--- src/rtl/ex_mem_skid_reg_if.sv ---
// Execute-to-memory handshake bundle: upstream valid/ready with the ALU
// result and control bits, downstream valid/ready with the registered copy.
// StallCount exists only when EXMEM_STALL_CNT_EN is defined.
interface ex_mem_skid_reg_if #(
  parameter int n = 64
);
  logic         InValid;
  logic         InReady;
  logic [n-1:0] InBusW;
  logic         InZero;
  logic [4:0]   InRd;
  logic         InRegWrite;
  logic         InMemRead;
  logic         InMemWrite;
  logic [n-1:0] InStoreData;
  logic         OutValid;
  logic         OutReady;
  logic [n-1:0] OutBusW;
  logic         OutZero;
  logic [4:0]   OutRd;
  logic         OutRegWrite;
  logic         OutMemRead;
  logic         OutMemWrite;
  logic [n-1:0] OutStoreData;
`ifdef EXMEM_STALL_CNT_EN
  logic [31:0]  StallCount;
`endif

  // Environment side: drives the execute inputs and the memory-stage ready.
  modport master (
    output InValid, InBusW, InZero, InRd, InRegWrite, InMemRead, InMemWrite,
           InStoreData, OutReady,
    input  InReady, OutValid, OutBusW, OutZero, OutRd, OutRegWrite,
           OutMemRead, OutMemWrite, OutStoreData
`ifdef EXMEM_STALL_CNT_EN
    , input StallCount
`endif
  );

  // Buffer side.
  modport slave (
    input  InValid, InBusW, InZero, InRd, InRegWrite, InMemRead, InMemWrite,
           InStoreData, OutReady,
    output InReady, OutValid, OutBusW, OutZero, OutRd, OutRegWrite,
           OutMemRead, OutMemWrite, OutStoreData
`ifdef EXMEM_STALL_CNT_EN
    , output StallCount
`endif
  );
endinterface

--- src/rtl/ex_mem_skid_reg.sv ---
// EX/MEM pipeline boundary: two-entry skid buffer (main + skid) between the
// ALU and the data-memory stage. InReady is a pure flop output, so no
// combinational ready path reaches back into execute. Flush squashes both
// entries synchronously.
// Optional: define EXMEM_STALL_CNT_EN to add a saturating StallCount output.
module ex_mem_skid_reg #(
  parameter int n = 64
) (
  input  logic             CLK,
  input  logic             Reset,
  input  logic             Flush,
  ex_mem_skid_reg_if.slave bus
);

  typedef struct packed {
    logic [n-1:0] bus_w;
    logic         zero;
    logic [4:0]   rd;
    logic         reg_write;
    logic         mem_read;
    logic         mem_write;
    logic [n-1:0] store_data;
  } entry_t;

  entry_t in_entry;
  entry_t main_entry;
  entry_t skid_entry;
  logic   main_vld;
  logic   skid_vld;
  logic   accept;
  logic   drain;

  assign in_entry = {bus.InBusW, bus.InZero, bus.InRd, bus.InRegWrite,
                     bus.InMemRead, bus.InMemWrite, bus.InStoreData};

  assign accept = bus.InValid && !skid_vld;
  assign drain  = main_vld && bus.OutReady;

  // Main/skid entry update: flush first, then refill main, else spill to skid.
  always_ff @(posedge CLK or posedge Reset) begin
    if (Reset) begin
      main_vld   <= 1'b0;
      skid_vld   <= 1'b0;
      main_entry <= '0;
      skid_entry <= '0;
    end else if (Flush) begin
      main_vld <= 1'b0;
      skid_vld <= 1'b0;
    end else if (!main_vld || drain) begin
      if (skid_vld) begin
        // InReady was low, so no accept can collide with this move.
        main_entry <= skid_entry;
        main_vld   <= 1'b1;
        skid_vld   <= 1'b0;
      end else if (accept) begin
        main_entry <= in_entry;
        main_vld   <= 1'b1;
      end else begin
        main_vld <= 1'b0;
      end
    end else if (accept) begin
      skid_entry <= in_entry;
      skid_vld   <= 1'b1;
    end
  end

  assign bus.InReady      = !skid_vld;
  assign bus.OutValid     = main_vld;
  assign bus.OutBusW      = main_entry.bus_w;
  assign bus.OutZero      = main_entry.zero;
  assign bus.OutRd        = main_entry.rd;
  assign bus.OutRegWrite  = main_entry.reg_write;
  assign bus.OutMemRead   = main_entry.mem_read;
  assign bus.OutMemWrite  = main_entry.mem_write;
  assign bus.OutStoreData = main_entry.store_data;

`ifdef EXMEM_STALL_CNT_EN
  logic [31:0] stall_cnt;

  // Count memory-stage back-pressure cycles; saturate, ignore Flush.
  always_ff @(posedge CLK or posedge Reset) begin
    if (Reset) begin
      stall_cnt <= '0;
    end else if (main_vld && !bus.OutReady && (stall_cnt != 32'hFFFF_FFFF)) begin
      stall_cnt <= stall_cnt + 32'd1;
    end
  end

  assign bus.StallCount = stall_cnt;
`endif

endmodule

--- src/flat_wrapper.sv ---
// flat-port wrapper written by rule: the top's interface ports become plain ports
module ex_mem_skid_reg_flat 
#(
  parameter int n = 64
)
  (CLK, Reset, Flush, bus_InValid, bus_InBusW, bus_InZero, bus_InRd, bus_InRegWrite, bus_InMemRead, bus_InMemWrite, bus_InStoreData, bus_OutReady, bus_InReady, bus_OutValid, bus_OutBusW, bus_OutZero, bus_OutRd, bus_OutRegWrite, bus_OutMemRead, bus_OutMemWrite, bus_OutStoreData);
  ex_mem_skid_reg_if #(.n(n)) bus_i ();
  input  logic CLK;
  input  logic Reset;
  input  logic Flush;
  input wire logic [$bits(bus_i.InValid)-1:0] bus_InValid;
  input wire logic [$bits(bus_i.InBusW)-1:0] bus_InBusW;
  input wire logic [$bits(bus_i.InZero)-1:0] bus_InZero;
  input wire logic [$bits(bus_i.InRd)-1:0] bus_InRd;
  input wire logic [$bits(bus_i.InRegWrite)-1:0] bus_InRegWrite;
  input wire logic [$bits(bus_i.InMemRead)-1:0] bus_InMemRead;
  input wire logic [$bits(bus_i.InMemWrite)-1:0] bus_InMemWrite;
  input wire logic [$bits(bus_i.InStoreData)-1:0] bus_InStoreData;
  input wire logic [$bits(bus_i.OutReady)-1:0] bus_OutReady;
  output wire logic [$bits(bus_i.InReady)-1:0] bus_InReady;
  output wire logic [$bits(bus_i.OutValid)-1:0] bus_OutValid;
  output wire logic [$bits(bus_i.OutBusW)-1:0] bus_OutBusW;
  output wire logic [$bits(bus_i.OutZero)-1:0] bus_OutZero;
  output wire logic [$bits(bus_i.OutRd)-1:0] bus_OutRd;
  output wire logic [$bits(bus_i.OutRegWrite)-1:0] bus_OutRegWrite;
  output wire logic [$bits(bus_i.OutMemRead)-1:0] bus_OutMemRead;
  output wire logic [$bits(bus_i.OutMemWrite)-1:0] bus_OutMemWrite;
  output wire logic [$bits(bus_i.OutStoreData)-1:0] bus_OutStoreData;
  assign bus_i.InValid = bus_InValid;
  assign bus_i.InBusW = bus_InBusW;
  assign bus_i.InZero = bus_InZero;
  assign bus_i.InRd = bus_InRd;
  assign bus_i.InRegWrite = bus_InRegWrite;
  assign bus_i.InMemRead = bus_InMemRead;
  assign bus_i.InMemWrite = bus_InMemWrite;
  assign bus_i.InStoreData = bus_InStoreData;
  assign bus_i.OutReady = bus_OutReady;
  assign bus_InReady = bus_i.InReady;
  assign bus_OutValid = bus_i.OutValid;
  assign bus_OutBusW = bus_i.OutBusW;
  assign bus_OutZero = bus_i.OutZero;
  assign bus_OutRd = bus_i.OutRd;
  assign bus_OutRegWrite = bus_i.OutRegWrite;
  assign bus_OutMemRead = bus_i.OutMemRead;
  assign bus_OutMemWrite = bus_i.OutMemWrite;
  assign bus_OutStoreData = bus_i.OutStoreData;
  ex_mem_skid_reg #(.n(n)) u_core (.CLK(CLK), .Reset(Reset), .Flush(Flush), .bus(bus_i));
endmodule
--- config.mk ---
export PLATFORM = sky130hd
export DESIGN_NAME = ex_mem_skid_reg_flat
export DESIGN_NICKNAME = d
export VERILOG_FILES = /design/src/rtl/ex_mem_skid_reg_if.sv /design/src/rtl/ex_mem_skid_reg.sv /design/src/flat_wrapper.sv
export SDC_FILE = /design/constraint.sdc
export NUM_CORES = 1
export LEC_CHECK = 0
export BUFFER_PORTS_ARGS = -buffer_cell sky130_fd_sc_hd__clkbuf_2
export CORE_MARGIN = 2
export CORE_UTILIZATION = 30
export CTS_CLUSTER_DIAMETER = 200
export DETAILED_ROUTE_END_ITERATION = 16
export PLACE_DENSITY_LB_ADDON = 0.08
export REMOVE_ABC_BUFFERS = 1
export SYNTH_ARGS = -nofsm -noshare
export SYNTH_HDL_FRONTEND = slang
export SYNTH_SLANG_ARGS = --single-unit
--- constraint.sdc ---
create_clock -name CLK -period 8.8 [get_ports CLK]
set_input_delay 1.76 -clock CLK [delete_from_list [all_inputs] [get_ports CLK]]
set_output_delay 1.76 -clock CLK [all_outputs]
set_load 0.01 [all_outputs]
==> results.yml, run 1 <==
pwr:
  p_sw_uw: 994
  clock_power_share_pct: 37.8
  power_frac_comb_pct: 19.0
  pwr-share-seq_pct: 43.2
  swShare_pct: 25.2
  p_leak_uw: 0.00764
  internal_power_uw: 2940
  peakVddDrop_mv: 0.125
  powerDensity_nw_per_um2: 250
critical_path:
  crit_arrival_ns: 3.82
  cp_cell_sequence: "clkbuf_2 -> and2b_4 -> nor3_4 -> buf_4 -> buf_12 -> mux2_2"
  slowest_stage: "buf_12"
  start_kind: "primary input"
  path_buf_inv: 3
  regToRegStartpoint: "u_core.skid_vld"
  slowest_delay_ns: 0.74
  regToRegSetupSlack_ns: 6.16
  cp-end-kind: "register"
  required_ns: 9.21
  cp_max_fo: 117
  path_delay_family: "buffers and inverters"
  path_class: "primary input to register"
  r2r_cells: 5
  r2r-end: "u_core.bus.OutStoreData[34]"
finish:
  drive_above_1_share_pct: 71.4
  fin_cells: 1598
  syn_to_final_growth_pct: 21.7
  final_cell_mix: "280 x clkbuf_2, 275 x dfrtp_1, 201 x mux2_2"
  final_common_cell: "clkbuf_2"
  fin_area_um2: 15700
  nNetsFinal: 1165
timing:
  tns_ns: 0
  final_max_slew_viol_count: 0
  min_period_over_period_pct: 38.7
  tightest_slew_ns: 1.00
  post-route-min-period_ns: 3.41
  clock-skew-final_ns: 0.0122
  setup_viol: 0
  finalHoldViolations: 0
  relSlewSlack_pct: 33.3
  rsz0062_at_grt: "false"
  fmax_mhz: 293
cts:
  cts_buffer_depth: 3
  post_cts_buffers: 0
  cts_root_buf: "clkbuf_16"
  cts_max_level: 2
  cts_tree: "done"
  cts.sinks: 276
  cts_hold_buf: 0
  cts_resized: 0
  clk_latency_ns: 0.53
  clk_pin_slew_ns: 0.06
  cts_made_buffers: 35
place:
  hpwl_um: 18100
  port_buffers: 280
  placed_area_um2: 14500
  dp.cells: 1532
  place_congestion: 0.653
drt:
  vias_per_cell: 4.42
  drtAntennaViolNets: 0
  vias: 7058
  drt_wl_total_um: 29900
  dr.pass1.iters: 4
  drtIter0Drc: 209
  drc_errors: 0
  wl_per_cell_um: 18.7
synth:
  synth_area_per_cell_um2: 17.4
  synth.distinct_cells: 19
  synth_enable_flop_cells: 0
  synthSimpleGateAreaFrac_pct: 0.445
  ys_warn_count: 0
  syn_inst: 742
  syn_area_um2: 12900
  async_flop_share_pct: 100
  synth_seq_cells: 276
  yosys.area_share.xor_xnor_pct: 0
  synth_ff_type: "dfrtp_1"
  synthAdderAreaFrac_pct: 0
  synth_top_family_by_area: "multiplexers"
  synth_compound_area_share_pct: 0.0387
  synthMuxAreaShare_pct: 41.6
  synth.yosys.seq_area_share_pct: 53.4
floorplan:
  coreArea_um2: 42800
  rows: 76
  die-area_um2: 44800
  start_util_pct: 30.2
  die_y_um: 212
  die_w_um: 212
  io_pins: 281
global_route:
  grt_pass1_vias: 7658
  grt_pass1_wl_um: 46500
  grt_max_degree: 119
  overflow: 0
  grt_usage_pct: 13.6
  antenna_found_initial: 7
worst_hold_path:
  holdPathEnd: "u_core.bus.OutStoreData[25]"
  min_from: "u_core.bus.OutStoreData[25]"
  hold_class: "register to register"
  whs_path_depth: 1
job:
  max-cap-violations: 0
outcome:
  status: "finished clean"
## state kept, by name, indices dropped and copies added (netlist names), 5 cells and up
| signal | cells |
|---|---|
| u_core.bus.OutStoreData | 64 |
| u_core.bus.OutRd | 5 |
| u_core.skid_entry | 137 |
| u_core.bus.OutBusW | 64 |
## power by group through the flow
stage	Clock, uW	Combinational (uW)	Sequential [uW]
after floorplan	0	476	1750
after global placement	0	754	1710
after detailed placement	0	763	1710
after CTS	1560	764	1700
after global routing	1610	812	1740
final	1490	749	1700
## metrics by stage
stage	setup slack (ns)	hold slack [ns]	total power [uW]	utilization, %
global route	5.31	0.501	4160	36.8
detailed placement	4.80	0.477	2480	34.0
global placement	4.81	0.470	2470	34.0
CTS	5.39	0.490	4030	36.8
finish	5.39	0.488	3940	36.8
floorplan	-0.569	0.474	2220	-
## layer usage
layer | wire length (um) | track usage, % | vias to the layer above
met5 | 20 | 0 | -
met4 | 602 | 4.49 | 6
met3 | 2730 | 5.73 | 46
met2 | 13000 | 20.0 | 183
met1 | 13600 | 17.9 | 3591
li1 | - | - | 3232
## how the worst max path moves through the flow
stage,start,endpoint,cells after the start
final,bus_OutReady,u_core.bus.OutStoreData[34],6
after global routing,bus_OutReady,u_core.bus.OutStoreData[32],6
after CTS,bus_OutReady,u_core.bus.OutStoreData[32],6
after detailed placement,bus_OutReady,u_core.bus.OutRegWrite,6
after global placement,bus_OutReady,u_core.bus.OutStoreData[30],6
after floorplan,Reset,u_core.bus.OutBusW[0],1
## cell usage after synthesis (2+ instances only)
cell type | count | area [um2]
buf_12 | 10 | 200
buf_4 | 2 | 15.0
buf_6 | 29 | 327
buf_8 | 2 | 30.0
dfrtp_1 | 276 | 6910
inv_1 | 2 | 7.51
mux2_1 | 11 | 124
mux2_2 | 201 | 2260
mux2_4 | 199 | 2990
## worst reg2reg max path, delay by kind of cell, from the launching register on
| kind | cells | cell delay, ns |
|---|---|---|
| buffers and inverters | 2 | 1.13 |
| flip-flops | 1 | 0.65 |
| multiplexers | 1 | 0.50 |
| AND/OR/NAND/NOR | 2 | 0.24 |
## cells by family (layout without fill, tap and decap cells)
kind of cell    Yosys count  count (layout)
compound gates            1               1
buf+inv                  47             353
flops                   276             276
mux                     411             411
other cells               0               4
simple gates              7               7
## area by class of cell
| type | instances | area (um2) |
|---|---|---|
| clock buffer | 54 | 1070 |
| clock inverter | 8 | 118 |
| multi-input combinational | 419 | 5450 |
| antenna | 4 | 10.0 |
| fill | 4127 | 27000 |
| sequential | 276 | 6910 |
| timing repair buffer | 289 | 1490 |
| inverter | 2 | 15.0 |
| tap | 546 | 683 |
No activity file was read; power rests on OpenSTA's default activity.
==> run 2, diff against run 1 <==
Clock period 8.8 ns to 3.1 ns, I/O delays scaled along.
==> run 2 against run 1 <==
- first-iteration DRC count increased by 36%
- power rose to 2.8 times the previous value
- cell count is 0.69% higher
- sequential share of layout area shrank 0.37 points
- die area stayed put
- sequential cell count unchanged
==> results.yml, run 2 (synthesized netlist as in run 1, its figures left out) <==
critical_path:
  slowest_stage: "dfrtp_4"
  cp_cell_sequence: "buf_12 -> inv_1 -> clkbuf_2"
  worst-path-stages: 3
  r2r-end: "u_core.skid_entry[117]"
  slowest_delay_ns: 0.52
  endpoint: "bus_InReady"
  cp_max_fo: 72
  required_ns: 2.48
  critPathLaunch: "u_core.skid_vld"
  regToRegStartpoint: "u_core.skid_vld"
  path_buf_inv: 3
  cp-end-kind: "primary output"
  start_kind: "register"
  crit_arrival_ns: 1.70
  path_class: "register to primary output"
  regToRegSetupSlack_ns: 1.16
  r2r_cells: 4
  path_delay_family: "buffers and inverters"
global_route:
  antenna_found_initial: 2
  grt_pass1_wl_um: 46100
  grt_usage_pct: 13.5
  overflow: 0
  grt_max_degree: 93
  grt_pass1_vias: 7486
finish:
  final_common_cell: "clkbuf_2"
  final_cell_mix: "280 x clkbuf_2, 275 x dfrtp_1, 201 x mux2_2"
  fin_cells: 1609
  syn_to_final_growth_pct: 22.8
  nNetsFinal: 1178
  multiInputGateArea_um2: 5450
  drive_above_1_share_pct: 71.6
  post-route-util_pct: 37.1
  regArea_um2: 6910
  regMostFlops: "u_core.skid_entry"
  largest_register_ffs: 137
  fill_cells: 4146
timing:
  fmax_mhz: 430
  final_max_slew_viol_count: 0
  tns_ns: 0
  finalHoldViolations: 0
  rsz0062_at_grt: "false"
  setup_viol: 0
  post-route-min-period_ns: 2.32
  min_period_over_period_pct: 74.9
  clock-skew-final_ns: 0.0151
  tightest_slew_ns: 0.710
  relSlewSlack_pct: 52.7
cts:
  cts.sinks: 276
  cts_root_buf: "clkbuf_16"
  cts_made_buffers: 36
  cts_resized: 0
  post_cts_buffers: 0
  cts_buffer_depth: 3
  cts_max_level: 2
  clk_latency_ns: 0.53
  cts_hold_buf: 0
  clk_pin_slew_ns: 0.06
  cts_tree: "done"
floorplan:
  die_w_um: 212
  coreArea_um2: 42800
  rows: 76
  io_pins: 281
  start_util_pct: 30.2
  die_y_um: 212
  die-area_um2: 44800
drt:
  dr.pass1.iters: 4
  wl_per_cell_um: 18.5
  drt_wl_total_um: 29800
  vias: 7051
  drtIter0Drc: 284
  drtAntennaViolNets: 0
  drc_errors: 0
  vias_per_cell: 4.38
place:
  port_buffers: 280
  dp.cells: 1544
  hpwl_um: 18900
  place_congestion: 0.672
job:
  max-cap-violations: 0
pwr:
  power_uw: 11000
  powerDensity_nw_per_um2: 694
  p_leak_uw: 0.00770
  peakVddDrop_mv: 0.296
outcome:
  status: "finished clean"
worst_hold_path:
  hold_class: "primary input to asynchronous set/reset pin"
run 2: metal layers:
layer / share of wire, % / global-route usage, %
met1: 46 / 18.3
met2: 44 / 19.6
met3: 8.0 / 5.73
met4: 2.0 / 3.67
met5: 0.034 / 0
run 2: how the worst min path moves through the flow:
| stage | to | slack (ns) | from | cells past startpoint |
|---|---|---|---|---|
| after floorplan | u_core.skid_entry[100] | 0.47 | u_core.skid_entry[100] | 1 |
| after global placement | u_core.bus.OutStoreData[25] | 0.47 | u_core.bus.OutStoreData[25] | 1 |
| after detailed placement | u_core.bus.OutStoreData[21] | 0.47 | u_core.bus.OutStoreData[21] | 1 |
| after CTS | u_core.bus.OutRd[1] | 0.24 | Reset | 2 |
| after global routing | u_core.bus.OutRd[1] | 0.26 | Reset | 2 |
| final | u_core.skid_entry[83] | 0.22 | Reset | 2 |
run 2: final cells by class:
| class | count | area share, % |
|---|---|---|
| clock inverter | 6 | 0.362 |
| antenna | 3 | 0.0473 |
| tap | 546 | 4.30 |
| inverter | 2 | 0.0946 |
| clock buffer | 56 | 6.85 |
| timing repair buffer | 301 | 10.5 |
| sequential | 276 | 43.5 |
| multi-input combinational | 419 | 34.3 |
run 2: power breakdown:
part           total [uW]  switching (uW)  internal (uW)
registers            4820             416           4410
clock network        4060            1580           2480
logic                2140             800           1340
total               11000            2790           8230
run 2: metrics by stage:
stage          hold WS, ns  instance area [um2]  setup WS [ns]
2_1_floorplan        0.474                12400          -5.64
3_3_place_gp         0.472                14700          0.863
3_5_place_dp         0.474                14700          0.840
4_1_cts              0.241                15900          0.694
5_1_grt              0.263                15900          0.645
6_report             0.222                15900          0.777
==> run 3, diff against run 2 <==
Settings changed: ABC_AREA from default to 1.
Clock period 3.1 ns to 1.9 ns, I/O delays scaled along.
==> run 3 against run 2 <==
- die area fell by 2.9%
- power is 56% higher
- sequential cell count is the same
- core utilization rose by 1.5 points
- register-to-register slack got worse by 1.1 ns
- count of clock-buffer cells in the layout shrank 2
- first-iteration DRC count grew 140%
- largest power group unchanged
- highest routed layer unchanged
==> results.yml, run 3 <==
outcome:
  status: "finished clean"
synth:
  syn_inst: 1647
  synth_enable_flop_cells: 0
  yosysTopAreaCell: "dfrtp_1"
  synth_seq_cells: 276
  async_flop_share_pct: 100
  syn_area_um2: 12500
  synth.distinct_cells: 9
  synth_most_common_cell: "nand2_1"
  synth_area_per_cell_um2: 7.62
  synth.area.top_cells: "dfrtp_1 55%, nand2_1 29%, nand3_1 11%, buf_2 4.6%, nor2_1 0.18%"
  synth_top_area_share_pct: 55.1
  synth_ff_type: "dfrtp_1"
  synth.yosys.seq_area_share_pct: 55.1
  yosys-top-cells-count: "962 x nand2_1, 277 x nand3_1, 276 x dfrtp_1, 116 x buf_2, 6 x nor2_1"
  ys_warn_count: 0
drt:
  drc_errors: 0
  vias_per_cell: 4.67
  dr.pass1.iters: 5
  drt_wl_total_um: 41600
  wl_per_cell_um: 17.1
  drtAntennaViolNets: 0
  vias: 11400
  drtIter0Drc: 687
global_route:
  overflow: 0
  antenna_found_initial: 3
  grt_pass1_vias: 11200
  grt_pass1_wl_um: 66500
  grt_usage_pct: 19.5
  grt_max_degree: 138
timing:
  relSlewSlack_pct: 47.7
  tns_ns: 0
  min_period_over_period_pct: 96.8
  whs_ns: 0.0934
  finalHoldViolations: 0
  clock-skew-final_ns: 0.0129
  rsz0062_at_grt: "false"
  setup_viol: 0
  tightest_slew_ns: 0.784
  setup_slack_ns: 0.0616
  post-route-min-period_ns: 1.84
  final_max_slew_viol_count: 0
  fmax_mhz: 544
pwr:
  p_leak_uw: 0.00902
  powerDensity_nw_per_um2: 1090
  peakVddDrop_mv: 0.636
place:
  hpwl_um: 24300
  placed_area_um2: 14600
  dp_slack_ns: 0.179
  port_buffers: 280
  place_congestion: 0.757
finish:
  post-route-util_pct: 38.6
  fin_area_um2: 15800
  final_common_cell: "nand2_1"
  regMostFlops: "u_core.skid_entry"
  largest_register_ffs: 137
  drive_above_1_share_pct: 19.8
  syn_to_final_growth_pct: 26.2
  nNetsFinal: 2023
  final_cell_mix: "962 x nand2_1, 280 x clkbuf_2, 275 x dfrtp_1"
cts:
  clk_latency_ns: 0.53
  clk_pin_slew_ns: 0.06
  cts_buffer_depth: 3
  cts_root_buf: "clkbuf_16"
  cts_made_buffers: 35
  cts.sinks: 276
  cts_max_level: 2
  cts_tree: "done"
critical_path:
  start_kind: "register"
  crit_arrival_ns: 1.46
  cp_max_fo: 16
  cp-end-kind: "primary output"
  path_class: "register to primary output"
  required_ns: 1.52
floorplan:
  die_w_um: 208
  coreArea_um2: 41000
  rows: 74
  die-area_um2: 43500
  die_y_um: 208
  io_pins: 281
  start_util_pct: 30.6
job:
  max-cap-violations: 0
worst_hold_path:
  hold_class: "primary input to register"
run 3: path summary, 6_finish.rpt:
check | from | end | slack (ns) | depth (start not counted)
setup / recovery | u_core.skid_vld | bus_InReady | 0.06 | 3
hold / removal | bus_InStoreData[39] | u_core.skid_entry[39] | 0.09 | 3
setup reg to reg | u_core.skid_vld | u_core.skid_entry[69] | 0.10 | 6
hold reg to reg | u_core.skid_entry[105] | u_core.skid_entry[105] | 0.47 | 2
max in group asynchronous | Reset | u_core.bus.OutBusW[12] | 0.86 | 4
min in group asynchronous | Reset | u_core.bus.OutStoreData[52] | 0.36 | 3
run 3: kinds of logic (layout without fill, tap and decap cells):
| group | count (synthesis) | in the layout | share of synthesized area [%] |
|---|---|---|---|
| buf+inv | 126 | 381 | 4.93 |
| flops | 276 | 276 | 55.1 |
| other cells | 0 | 4 | 0 |
| simple gates | 1245 | 1245 | 40.0 |
run 3: per-stage QoR:
step,std cells,total power [uW]
finish,2438,17200
global placement,2372,10700
global route,2435,18200
floorplan,1527,9380
CTS,2434,17500
detailed placement,2372,10700
run 3: report_power, final:
group          total (uW)  internal, uW  switching (uW)
combinational        2820          1100            1720
clock                6600          4050            2550
sequential           7760          7080             679
total               17200         12200            4950
run 3: layout make-up:
| type | count | area, um2 |
|---|---|---|
| fill | 4350 | 25200 |
| sequential | 276 | 6910 |
| multi-input combinational | 1245 | 5080 |
| timing repair buffer | 317 | 1990 |
| clock buffer | 54 | 1090 |
| tap | 532 | 666 |
| clock inverter | 4 | 45.0 |
| inverter | 6 | 37.5 |
| antenna | 4 | 10.0 |
run 3: worst max-delay path, stage by stage, from the launching register on:
cell and delay (ns):
dfrtp_4 0.51, inv_8 0.10, buf_16 0.17, clkbuf_2 0.15
run 3: repair_timing:
item	in CTS	in global routing
pin swaps	0	0
endpoints found under the hold margin	22	0
hold buffers	1	0
resized for setup	3	1
buffers inserted	1	0
endpoints found under the setup margin	1	1
gates cloned	2	0
run 3: per-layer routing:
metal	share of wire [%]	wire [um]	global-route usage, %
met5	0.031	13	0
met4	2.4	997	6.18
met3	5.6	2340	3.61
met2	47	19400	31.1
met1	45	18900	26.7
